**config.mk**
```make
export PLATFORM = sky130hd
export DESIGN_NAME = dnn_layer_seq
export DESIGN_NICKNAME = d
export VERILOG_FILES = /design/src/rtl/dnn_layer_seq.sv
export SDC_FILE = /design/constraint.sdc
export NUM_CORES = 1
export LEC_CHECK = 0
export ABC_AREA = 1
export BUFFER_PORTS_ARGS = -buffer_cell sky130_fd_sc_hd__buf_2
export CORE_ASPECT_RATIO = 1.2
export CORE_MARGIN = 3
export CORE_UTILIZATION = 40
export DETAILED_ROUTE_END_ITERATION = 8
export SKIP_LAST_GASP = 1
export SLEW_MARGIN = 20
export SYNTH_ARGS = -nofsm -noshare
export SYNTH_HDL_FRONTEND = slang
export SYNTH_SLANG_ARGS = --single-unit
```
**constraint.sdc**
```tcl
create_clock -name clk -period 4.3 [get_ports clk]
set_clock_uncertainty 0.1 [all_clocks]
set_input_delay 0.86 -clock clk [delete_from_list [all_inputs] [get_ports clk]]
set_output_delay 0.86 -clock clk [all_outputs]
set_load 0.02 [all_outputs]
```
**src/rtl/dnn_layer_seq.sv**
```systemverilog
`default_nettype none
// +--------------------------------------------------------------------------+
// | dnn_layer_seq: issues the dnn_acc command sequence for one inference,    |
// | with abort and a per-command watchdog.                 Revision: 1.0     |
// +--------------------------------------------------------------------------+
module dnn_layer_seq #(
  parameter int TIMEOUT_W      = 20,
  parameter int TIMEOUT_CYCLES = 1000000,
  parameter int MAX_HL         = 4
) (
  input  logic       clk,
  input  logic       rst_n,
  input  logic       dnn_start,
  input  logic       dnn_abort,
  input  logic [2:0] hidden_layers,
  output logic       cmd_start,
  output logic [1:0] cmd,
  output logic       cmd_buf_sel,
  output logic [2:0] cmd_cur_layer,
  input  logic       cmd_done,
  output logic       dnn_done,
  output logic       busy,
  output logic       err
);

  typedef enum logic [2:0] {
    ST_IDLE  = 3'd0,
    ST_ISSUE = 3'd1,
    ST_WAIT  = 3'd2,
    ST_NEXT  = 3'd3,
    ST_DONE  = 3'd4
  } state_t;

  localparam logic [1:0]           c_cmd_load_input = 2'b00;
  localparam logic [1:0]           c_cmd_load_param = 2'b01;
  localparam logic [1:0]           c_cmd_compute    = 2'b10;
  localparam logic [1:0]           c_cmd_store      = 2'b11;
  localparam logic [2:0]           c_max_hl         = 3'(MAX_HL);
  localparam logic [TIMEOUT_W-1:0] c_wdog_last      = TIMEOUT_W'(TIMEOUT_CYCLES - 1);

  state_t               state_q, state_d;
  logic [2:0]           nl_q, nl_d;
  logic [3:0]           idx_q, idx_d;
  logic [TIMEOUT_W-1:0] wdog_q, wdog_d;
  logic                 err_q, err_d;
  logic [1:0]           cmd_q, cmd_d;
  logic                 buf_q, buf_d;
  logic [2:0]           layer_q, layer_d;

  logic [3:0] last_idx;
  logic [3:0] k;
  logic [1:0] dec_cmd;
  logic       dec_buf;
  logic [2:0] dec_layer;

  // Command index: 0 = LOAD_INPUT, then LOAD_PARAM/COMPUTE pairs per layer, last = STORE.
  always_comb begin
    last_idx  = {nl_q, 1'b0} + 4'd3;
    k         = idx_q - 4'd1;
    dec_cmd   = c_cmd_load_input;
    dec_buf   = 1'b0;
    dec_layer = 3'd0;
    if (idx_q == 4'd0) begin
      dec_cmd = c_cmd_load_input;
    end else if (idx_q == last_idx) begin
      dec_cmd   = c_cmd_store;
      dec_buf   = ~nl_q[0];
      dec_layer = nl_q;
    end else begin
      dec_layer = k[3:1];
      if (k[0]) begin
        dec_cmd = c_cmd_compute;
        dec_buf = k[1];
      end else begin
        dec_cmd = c_cmd_load_param;
      end
    end
  end

  always_comb begin
    state_d = state_q;
    nl_d    = nl_q;
    idx_d   = idx_q;
    wdog_d  = wdog_q;
    err_d   = err_q;
    cmd_d   = cmd_q;
    buf_d   = buf_q;
    layer_d = layer_q;
    if (state_q != ST_IDLE && dnn_abort) begin
      state_d = ST_IDLE;
      cmd_d   = 2'd0;
      buf_d   = 1'b0;
      layer_d = 3'd0;
    end else begin
      case (state_q)
        ST_IDLE: begin
          if (dnn_start && !dnn_abort) begin
            nl_d    = (hidden_layers > c_max_hl) ? c_max_hl : hidden_layers;
            idx_d   = 4'd0;
            err_d   = 1'b0;
            state_d = ST_NEXT;
          end
        end
        ST_NEXT: begin
          // The pointer advances on completion, so here it already names the next command.
          if (idx_q > last_idx) begin
            state_d = ST_DONE;
          end else begin
            cmd_d   = dec_cmd;
            buf_d   = dec_buf;
            layer_d = dec_layer;
            state_d = ST_ISSUE;
          end
        end
        ST_ISSUE: begin
          wdog_d  = '0;
          state_d = ST_WAIT;
        end
        ST_WAIT: begin
          if (cmd_done) begin
            idx_d   = idx_q + 4'd1;
            state_d = ST_NEXT;
          end else if (wdog_q == c_wdog_last) begin
            err_d   = 1'b1;
            state_d = ST_IDLE;
            cmd_d   = 2'd0;
            buf_d   = 1'b0;
            layer_d = 3'd0;
          end else begin
            wdog_d = wdog_q + TIMEOUT_W'(1);
          end
        end
        ST_DONE: begin
          state_d = ST_IDLE;
          cmd_d   = 2'd0;
          buf_d   = 1'b0;
          layer_d = 3'd0;
        end
        default: state_d = ST_IDLE;
      endcase
    end
  end

  always_ff @(posedge clk or negedge rst_n) begin
    if (!rst_n) begin
      state_q <= ST_IDLE;
      nl_q    <= 3'd0;
      idx_q   <= 4'd0;
      wdog_q  <= '0;
      err_q   <= 1'b0;
      cmd_q   <= 2'd0;
      buf_q   <= 1'b0;
      layer_q <= 3'd0;
    end else begin
      state_q <= state_d;
      nl_q    <= nl_d;
      idx_q   <= idx_d;
      wdog_q  <= wdog_d;
      err_q   <= err_d;
      cmd_q   <= cmd_d;
      buf_q   <= buf_d;
      layer_q <= layer_d;
    end
  end

  assign cmd_start     = (state_q == ST_ISSUE);
  assign dnn_done      = (state_q == ST_DONE);
  assign busy          = (state_q == ST_NEXT) || (state_q == ST_ISSUE) || (state_q == ST_WAIT);
  assign err           = err_q;
  assign cmd           = cmd_q;
  assign cmd_buf_sel   = buf_q;
  assign cmd_cur_layer = layer_q;

endmodule
`default_nettype wire

```
==> metrics.yaml <==
run_status:
  outcome: "completed"
layout:
  final_common_cell: "nand2_1"
  area.growth.synth_to_final_pct: 9.57
  nNetsFinal: 370
  final-instance-count-excl-fill: 435
  drive_above_1_share: 0.152
  mostFrequentLayoutCells: "nand2_1 (105), nor2_1 (38), dfrtp_1 (37)"
  diodes: 0
  fin_area_um2: 2720
clock_network:
  clkSlewWorstSetupHoldPaths_ps: 80
  clock_latency_ps: 290
  cts_buffer_depth: 2
  htreeDepth: 2
  cts_setup_buffers: 0
  cts_resized: 0
  cts_buffers: 5
  cts.sinks: 37
  cts_tree: "done"
  hold_buffers: 0
  cts-root-buf: "clkbuf_8"
timing:
  timing.final.ws_setup_ps: 1980
  drv_slew: 0
  tightestPinTransition_ps: 851
  period_needed_ps: 2320
  setup_viol: 0
  tns_ps: 0
  rsz0062_at_grt: "false"
  hold_viol_final: 0
  post-route-period-util: 0.539
  fmax_mhz: 432
  slew_headroom: 0.433
global_route:
  grtUsageTotal: 0.166
  grt_pass1_vias: 2165
  grt-ovfl-total: 0
  grt_max_degree: 38
  grt.busiest_layer: "met2"
  grt.met1_usage: 0.178
  grt_use_met2: 0.320
  grt_util_met3: 0.0340
  antenna_found_initial: 0
  grt_pass1_wl_um: 9540
logic_synthesis:
  synth_seq_cells: 37
  yosysUniqueCellTypes: 35
  syn_avg_cell_area_um2: 7.46
  synth_nets: 349
  yosysWarnings: 0
  synthCells: 333
  ys_seq_area_frac: 0.373
  synthesis.area_um2: 2480
floorplan:
  dieArea_um2: 7200
  die_x_um: 78.0
  std_cell_rows: 30
  fp.dieH_um: 92.3
  start_util: 0.427
  io_pins: 18
  core_region_area_um2: 5820
hold_path:
  min_path_type: "flop to flop"
  holdPathEnd: "cmd_cur_layer[1]$_DFFE_PN0P_"
  min_from: "cmd_cur_layer[1]$_DFFE_PN0P_"
  whs_path_depth: 2
critical_path:
  slowest_delay_ps: 480
  critPathKind: "flop to output port"
  endpoint_kind: "output port"
  worst_path_max_delay_cell: "dfrtp_1"
  cp_num_buf_inv: 2
  path_depth: 4
  r2r.worst_path.cells: 10
  rr_endpoint: "cmd_cur_layer[2]$_DFFE_PN0P_"
  critical-path-top-delay-family: "flip-flops"
  crit_chain: "nor2_4 > nand2_1 > inv_1 > buf_2"
  arrival_ps: 1360
  cp_max_fo: 5
  r2r_start: "nl_q[0]$_DFFE_PN0P_"
  critPathLaunchType: "flop"
  r2r_slack_ps: 2100
  cp.required_ps: 3340
drt:
  drtIter0Drc: 107
  drt_first_pass_iters: 4
  ant_nets: 0
  post-route-drc-count: 0
  wl_per_cell_um: 12.6
  wl_um: 5460
  num_vias: 2146
  avgViaCountPerCell: 4.93
power:
  power_density_nw_per_um2: 496
  leakage_uw: 0.00142
  ir_worst_vdd_mv: 0.157
  p_total_uw: 1350
placement:
  place.gp.congestion: 0.862
  io_buffers: 17
  dp_slack_ps: 2100
  placed_area_um2: 2640
  placedCellCount: 427
  hpwlAfterDp_um: 4100
job:
  drv_cap: 0
[worst max path at each step]
stage | start | end
after floorplan | state_q[1]$_DFFE_PN0P_ | cmd_start
after global placement | nl_q[0]$_DFFE_PN0P_ | cmd_cur_layer[0]$_DFFE_PN0P_
after detailed placement | nl_q[0]$_DFFE_PN0P_ | cmd_cur_layer[2]$_DFFE_PN0P_
after CTS | state_q[1]$_DFFE_PN0P_ | cmd_start
after global routing | state_q[1]$_DFFE_PN0P_ | dnn_done
final | state_q[1]$_DFFE_PN0P_ | dnn_done
[flip-flops by register name, indices dropped and copies added (netlist names)]
| signal | count |
|---|---|
| cmd_buf_sel | 1 |
| err | 1 |
| wdog_q | 20 |
| cmd_cur_layer | 3 |
| idx_q | 4 |
| cmd | 2 |
| nl_q | 3 |
| state_q | 3 |
[cell families (layout without fill, tap and decap cells)]
family	after synthesis	count (layout)	synth area share
simple gates	209	209	0.414
buf+inv	43	65	0.0765
flops	37	37	0.373
compound gates	26	26	0.0614
xor+xnor	10	10	0.0352
fa+ha+maj	8	8	0.0403
[layer usage]
layer  share of wire  vias up
met5               0        -
met4           0.014        0
met2            0.54       19
met3           0.022        6
li1                -     1117
met1            0.43     1004
[area by class of cell]
type / count / area, µm²
tap: 80 / 100
inverter: 40 / 156
clock buffer: 5 / 68.8
clock inverter: 3 / 17.5
fill: 626 / 3100
sequential: 37 / 926
multi-input combinational: 253 / 1370
timing repair buffer: 17 / 85.1
[worst min-delay path, stage by stage (launching register included)]
cell and delay [ps]:
dfrtp_1 350, nand2_1 50, nand2_1 40
[metrics by stage]
| stage | utilization | hold slack [ps] |
|---|---|---|
| after CTS | 0.468 | 376 |
| after floorplan | - | 363 |
| after global placement | 0.453 | 357 |
| after detailed placement | 0.453 | 355 |
| final | 0.468 | 373 |
| after global routing | 0.468 | 402 |
[power by group]
group / total (µW) / internal [µW] / switching (µW)
Combinational: 632 / 218 / 414
Sequential: 475 / 413 / 61.6
Clock: 243 / 112 / 131
Total: 1350 / 743 / 607
[synth_stat cells (all sizes together)]
master     n  area, µm²
a22o       1       8.76
o211ai     1       7.51
a21oi      6       30.0
clkinv     1       5.00
buf        3       33.8
nand3b     2       40.0
dfrtp     37        926
nor3       7       51.3
or2        2       12.5
nand4     14        109
ha         8        100
nor2      43        184
xnor2      4       35.0
o21a       1       7.51
o21bai     1       7.51
o2111ai    1       8.76
inv       39        151
o21ai     15       82.6
nand3     30        185
nand2    111        447
xor2       6       52.6
(Power assumes the default switching activity.)
